[config.mk]
export PLATFORM = sky130hd
export DESIGN_NAME = uart_cmd_parser
export DESIGN_NICKNAME = d
export VERILOG_FILES = /design/src/rtl/uart_cmd_parser.sv
export SDC_FILE = /design/constraint.sdc
export NUM_CORES = 1
export LEC_CHECK = 0
export ABC_AREA = 1
export CORE_MARGIN = 2
export CORE_UTILIZATION = 48
export DETAILED_ROUTE_END_ITERATION = 7
export GPL_ROUTABILITY_DRIVEN = 0
export PLACE_DENSITY = 0.84
export SETUP_SLACK_MARGIN = 0.1
export SYNTH_ARGS = -nofsm -noshare
export SYNTH_HDL_FRONTEND = slang
export SYNTH_SLANG_ARGS = --single-unit
[constraint.sdc]
create_clock -name clk -period 1.8 [get_ports clk]
set_input_delay 0.36 -clock clk [delete_from_list [all_inputs] [get_ports clk]]
set_output_delay 0.36 -clock clk [all_outputs]
set_load 0.005 [all_outputs]
[src/rtl/uart_cmd_parser.sv]
// uart_cmd_parser: parses host commands arriving byte-by-byte from a UART
// receiver and answers each terminated command over the UART transmitter.
//   "D<c><h><h>" CR : set PWM duty channel c ('0'-'3') to hex hh
//   "L<h><h>"    CR : set led_cmd to hh[5:0]
// A good command answers "K" LF and a rejected one answers "E" LF.
// Ports:
//   clk, rst         - clock and synchronous active-high reset
//   rx_data/rx_valid - received byte and its one-cycle strobe
//   tx_busy          - transmitter busy
//   tx_data/tx_valid - response byte and its one-cycle launch strobe
//   duty             - four 8-bit duty values, channel n at [8n+7:8n]
//   led_cmd          - host-commanded LED pattern
//   rx_drop          - one-cycle pulse when a byte is discarded during a response
module uart_cmd_parser #(
  parameter logic [7:0] DUTY_RST = 8'd128,
  parameter logic [5:0] LED_RST  = 6'd0
) (
  input  logic        clk,
  input  logic        rst,
  input  logic [7:0]  rx_data,
  input  logic        rx_valid,
  input  logic        tx_busy,
  output logic [7:0]  tx_data,
  output logic        tx_valid,
  output logic [31:0] duty,
  output logic [5:0]  led_cmd,
  output logic        rx_drop
);

  localparam logic [7:0] CH_CR = 8'h0D;
  localparam logic [7:0] CH_LF = 8'h0A;
  localparam logic [7:0] CH_OK = 8'h4B;
  localparam logic [7:0] CH_ER = 8'h45;

  typedef enum logic [2:0] {
    S_IDLE, S_CH, S_HI, S_LO, S_CR, S_FLUSH, S_RESP
  } state_t;

  typedef enum logic [1:0] {
    TX_SEND, TX_WAIT_BUSY, TX_WAIT_DONE
  } tx_phase_t;

  state_t     state;
  tx_phase_t  tx_phase;
  logic       resp_idx;   // 0: status byte, 1: trailing LF
  logic [7:0] status;
  logic       is_led;
  logic [1:0] chan;
  logic [3:0] nib_hi;
  logic [3:0] nib_lo;

  logic       hex_ok_c;
  logic [3:0] hex_val_c;

  // Hex digit decode of the incoming byte.
  always_comb begin
    hex_ok_c  = 1'b0;
    hex_val_c = 4'd0;
    if (rx_data >= 8'h30 && rx_data <= 8'h39) begin
      hex_ok_c  = 1'b1;
      hex_val_c = rx_data[3:0];
    end else if (rx_data >= 8'h41 && rx_data <= 8'h46) begin
      hex_ok_c  = 1'b1;
      hex_val_c = 4'(rx_data - 8'h37);
    end else if (rx_data >= 8'h61 && rx_data <= 8'h66) begin
      hex_ok_c  = 1'b1;
      hex_val_c = 4'(rx_data - 8'h57);
    end
  end

  // Parser, commit and response sequencer.
  always_ff @(posedge clk) begin
    if (rst) begin
      state    <= S_IDLE;
      tx_phase <= TX_SEND;
      resp_idx <= 1'b0;
      status   <= 8'd0;
      is_led   <= 1'b0;
      chan     <= 2'd0;
      nib_hi   <= 4'd0;
      nib_lo   <= 4'd0;
      tx_data  <= 8'd0;
      tx_valid <= 1'b0;
      rx_drop  <= 1'b0;
      duty     <= {4{DUTY_RST}};
      led_cmd  <= LED_RST;
    end else begin
      tx_valid <= 1'b0;
      rx_drop  <= 1'b0;
      case (state)
        S_IDLE: if (rx_valid) begin
          if (rx_data == 8'h44 || rx_data == 8'h64) begin
            is_led <= 1'b0;
            state  <= S_CH;
          end else if (rx_data == 8'h4C || rx_data == 8'h6C) begin
            is_led <= 1'b1;
            state  <= S_HI;
          end else if (rx_data != CH_CR && rx_data != CH_LF) begin
            state <= S_FLUSH;
          end
        end
        S_CH: if (rx_valid) begin
          if (rx_data >= 8'h30 && rx_data <= 8'h33) begin
            chan  <= rx_data[1:0];
            state <= S_HI;
          end else begin
            state <= S_FLUSH;
          end
        end
        S_HI: if (rx_valid) begin
          if (hex_ok_c) begin
            nib_hi <= hex_val_c;
            state  <= S_LO;
          end else begin
            state <= S_FLUSH;
          end
        end
        S_LO: if (rx_valid) begin
          if (hex_ok_c) begin
            nib_lo <= hex_val_c;
            state  <= S_CR;
          end else begin
            state <= S_FLUSH;
          end
        end
        S_CR: if (rx_valid) begin
          if (rx_data == CH_CR) begin
            if (is_led) led_cmd <= {nib_hi[1:0], nib_lo};
            else        duty[{chan, 3'b000} +: 8] <= {nib_hi, nib_lo};
            status   <= CH_OK;
            resp_idx <= 1'b0;
            tx_phase <= TX_SEND;
            state    <= S_RESP;
          end else begin
            state <= S_FLUSH;
          end
        end
        S_FLUSH: if (rx_valid && rx_data == CH_CR) begin
          status   <= CH_ER;
          resp_idx <= 1'b0;
          tx_phase <= TX_SEND;
          state    <= S_RESP;
        end
        S_RESP: begin
          if (rx_valid) rx_drop <= 1'b1;
          case (tx_phase)
            TX_SEND: if (!tx_busy) begin
              tx_valid <= 1'b1;
              tx_data  <= resp_idx ? CH_LF : status;
              tx_phase <= TX_WAIT_BUSY;
            end
            TX_WAIT_BUSY: if (tx_busy) tx_phase <= TX_WAIT_DONE;
            TX_WAIT_DONE: if (!tx_busy) begin
              if (resp_idx) begin
                state <= S_IDLE;
              end else begin
                resp_idx <= 1'b1;
                tx_phase <= TX_SEND;
              end
            end
            default: tx_phase <= TX_SEND;
          endcase
        end
        default: state <= S_IDLE;
      endcase
    end
  end

endmodule

==> reports/metrics.cfg <==
[setup_path]
timing.rr.end = duty[19]
reg2reg_from = chan[1]
crit_top_cell = nand2_1
max_stage_delay_ns = 0.27
ff2ff_setup_slack_ns = 0.14
startpoint_type = input pin
cp.arrival_ns = 1.94
required_ns = 2.09
crit_chain = dlygate4sd2_1 > buf_4 > inv_2 > ha_1 > nand2_1 > nand3_1 > nand3_2 > nand2_4 > nand2_2 > nand2_1 > nand2_1 > a21oi_1
crit_path_max_fanout = 5
critical_path_class = input pin to flop
slowest_stage = dlygate4sd2_1
r2r_cells = 8
path_buf_inv = 3
critPathTopFamily = simple AND/OR/NAND/NOR gates
endpoint_kind = flop

[sta]
tightest_slew_ns = 0.646
hold_viol = 0
maxSlewHeadroom = 0.569
fin_tns_setup_ns = 0
fin_crit_ns = 1.66
setup_slack_ns = 0.141
rsz0062_at_grt = true
clock_skew_ns = 0.0110
fmax_mhz = 603
final.period_utilization = 0.922
setup_viol = 0
final_max_slew_viol_count = 0

[die]
row_count = 30
initial_core_util = 0.495
die_w_um = 87.5
pin_count = 60
core-area_um2 = 6760
die_h_um = 87.5
fp.dieArea_um2 = 7650

[route]
dr_total_vias = 3386
drt-pass1-iter-count = 8
viasPerCell = 5.30
post-route-drc-count = 0
ant_nets = 0
drt_iter0_markers = 305
wl_per_cell_um = 13.6
wl_mm = 8.67

[logic_synthesis]
ys_types = 34
synth_top_cell_area_share = 0.377
synth_area_leaders = dfxtp_1 (38%), nand2_1 (13%), a21oi_1 (6.4%)
avgSynthCellArea_um2 = 7.10
ys_ff_latch = 63
syn_inst = 471
ys.flop_type = dfxtp_1
synth_top_cell_by_area = dfxtp_1
ys_warn_count = 0
syn_area_um2 = 3340
synth_sequential_area_ratio = 0.377
async_reset_ff_frac = 0
synth_edf_count = 0

[layout]
fin_nets = 575
diodes = 0
final_cell_area_um2 = 4500
syn_to_final_growth_pct = 34.5
layout_common_cells = nand2_1 (112), dfxtp_1 (62), clkdlybuf4s50_1 (49)
drive_above_1_share = 0.229
finalNonFillerCells = 639
final_common_cell = nand2_1

[global_route]
antenna_found_initial = 0
grt_max_degree = 43
grt_use_total = 0.232
grt_pass1_wl_mm = 13.9
grt_pass1_vias = 3160
grt_overflow = 0

[cts]
cts_tree = yes
htree_levels = 3
clk_latency_ns = 0.36
numCtsBuffers = 9
numClockSinks = 63
cts_root_buf = clkbuf_8
clkTransAtPathRegs_ns = 0.07
postCtsHoldBufs = 0
cts_buffer_depth = 2

[power_and_ir_drop]
power_mw = 3.53
power_leakage_nw = 1.87
ir_drop_mv = 0.407
power.density_nw_per_um2 = 786

[flow_run]
drv_cap = 0

[placement]
detailed_place_hpwl_mm = 6.05
placed_area_um2 = 4150
dp_cells = 621
port_buffers = 56
pre_cts_ws_ns = -0.413

[hold_path]
hold_depth = 2
worstHoldEndpoint = tx_data[2]
hold_class = flop to flop
hold_path_startpoint = tx_data[2]

[run_status]
status = finished, final reports clean

per-stage QoR:
| step | hold WS [ns] | util |
|---|---|---|
| after floorplan | 0.439 | - |
| after global placement | 0.452 | 0.614 |
| after detailed placement | 0.457 | 0.614 |
| after CTS | 0.469 | 0.656 |
| after global routing | 0.484 | 0.666 |
| final | 0.468 | 0.666 |
layer usage:
layer | vias up | GRT usage | share of wire
met4 | 0 | 0.137 | 0.030
met3 | 25 | 0.0502 | 0.061
met5 | - | 0 | 0
met2 | 141 | 0.364 | 0.48
li1 | 1663 | - | -
met1 | 1557 | 0.291 | 0.43
area by class of cell:
type / count / area [um^2]
fillers: 579 / 2260
multi-input cells: 338 / 1850
flip-flops and latches: 63 / 1260
repair buffers: 92 / 846
inverters: 50 / 218
clock buffers: 11 / 141
well taps: 80 / 100
clock inverters: 5 / 81.3
how the worst max path moves through the flow:
| stage | startpoint | to | cells past startpoint |
|---|---|---|---|
| floorplan | chan[0] | duty[19] | 11 |
| global placement | rx_data[0] | nib_lo[2] | 12 |
| detailed placement | rx_data[0] | nib_lo[1] | 12 |
| CTS | rx_data[2] | nib_hi[1] | 10 |
| global route | chan[1] | duty[22] | 8 |
| finish | rx_data[0] | nib_lo[1] | 12 |
power by group:
group / switching, mW / total (mW) / leakage, nW / internal (mW)
registers: 0.0694 / 1.51 / 0.509 / 1.44
clock network: 0.568 / 1.39 / 0.110 / 0.817
logic: 0.397 / 0.634 / 1.26 / 0.236
cell usage after synthesis (2+ instances only):
library cell	number
a21oi_1	43
a21oi_2	14
buf_2	4
buf_4	8
clkbuf_1	9
clkinv_8	2
dfxtp_1	63
ha_1	9
inv_1	40
inv_2	8
nand2_1	115
nand2_2	18
nand2_8	2
nand3_1	33
nand3_2	3
nor2_1	47
nor2_2	2
nor2_4	2
nor3_1	17
o21ai_0	16
o21ai_1	2
xor2_1	2
tightest hold or removal path: cells and delay by family, from the launching register on:
| family | cells | cell delay, ns |
|---|---|---|
| AND/OR/NAND/NOR | 1 | 0.06 |
| AO/OA/AOI/OAI | 1 | 0.05 |
| flip-flops | 1 | 0.31 |
sequential cells by signal, summed over array words and instances, names as in the netlist:
name and flops:
resp_idx 1, rx_drop 1, nib_hi 4, chan 2
nib_lo 4, state 3, is_led 1, tx_phase 2
status 3, led_cmd 6, tx_data 3, tx_valid 1
duty 32
cells by family after synthesis:
kind of cell	count (synthesis)	synth area share
AO/OA/AOI/OAI	79	0.139
other	1	0.00112
adder cells (fa/ha/maj)	9	0.0337
AND/OR/NAND/NOR	245	0.340
XOR/XNOR	2	0.00524
flip-flops	63	0.377
buffers and inverters	72	0.104
timing repair:
| item | 4_1_cts | 5_1_grt |
|---|---|---|
| gates cloned | 0 | 0 |
| pin swaps | 4 | 6 |
| setup endpoints to repair | 52 | 40 |
| gates resized for setup | 19 | 18 |
| setup buffers | 1 | 1 |
Note: power is estimated with default switching activity, not from simulation.
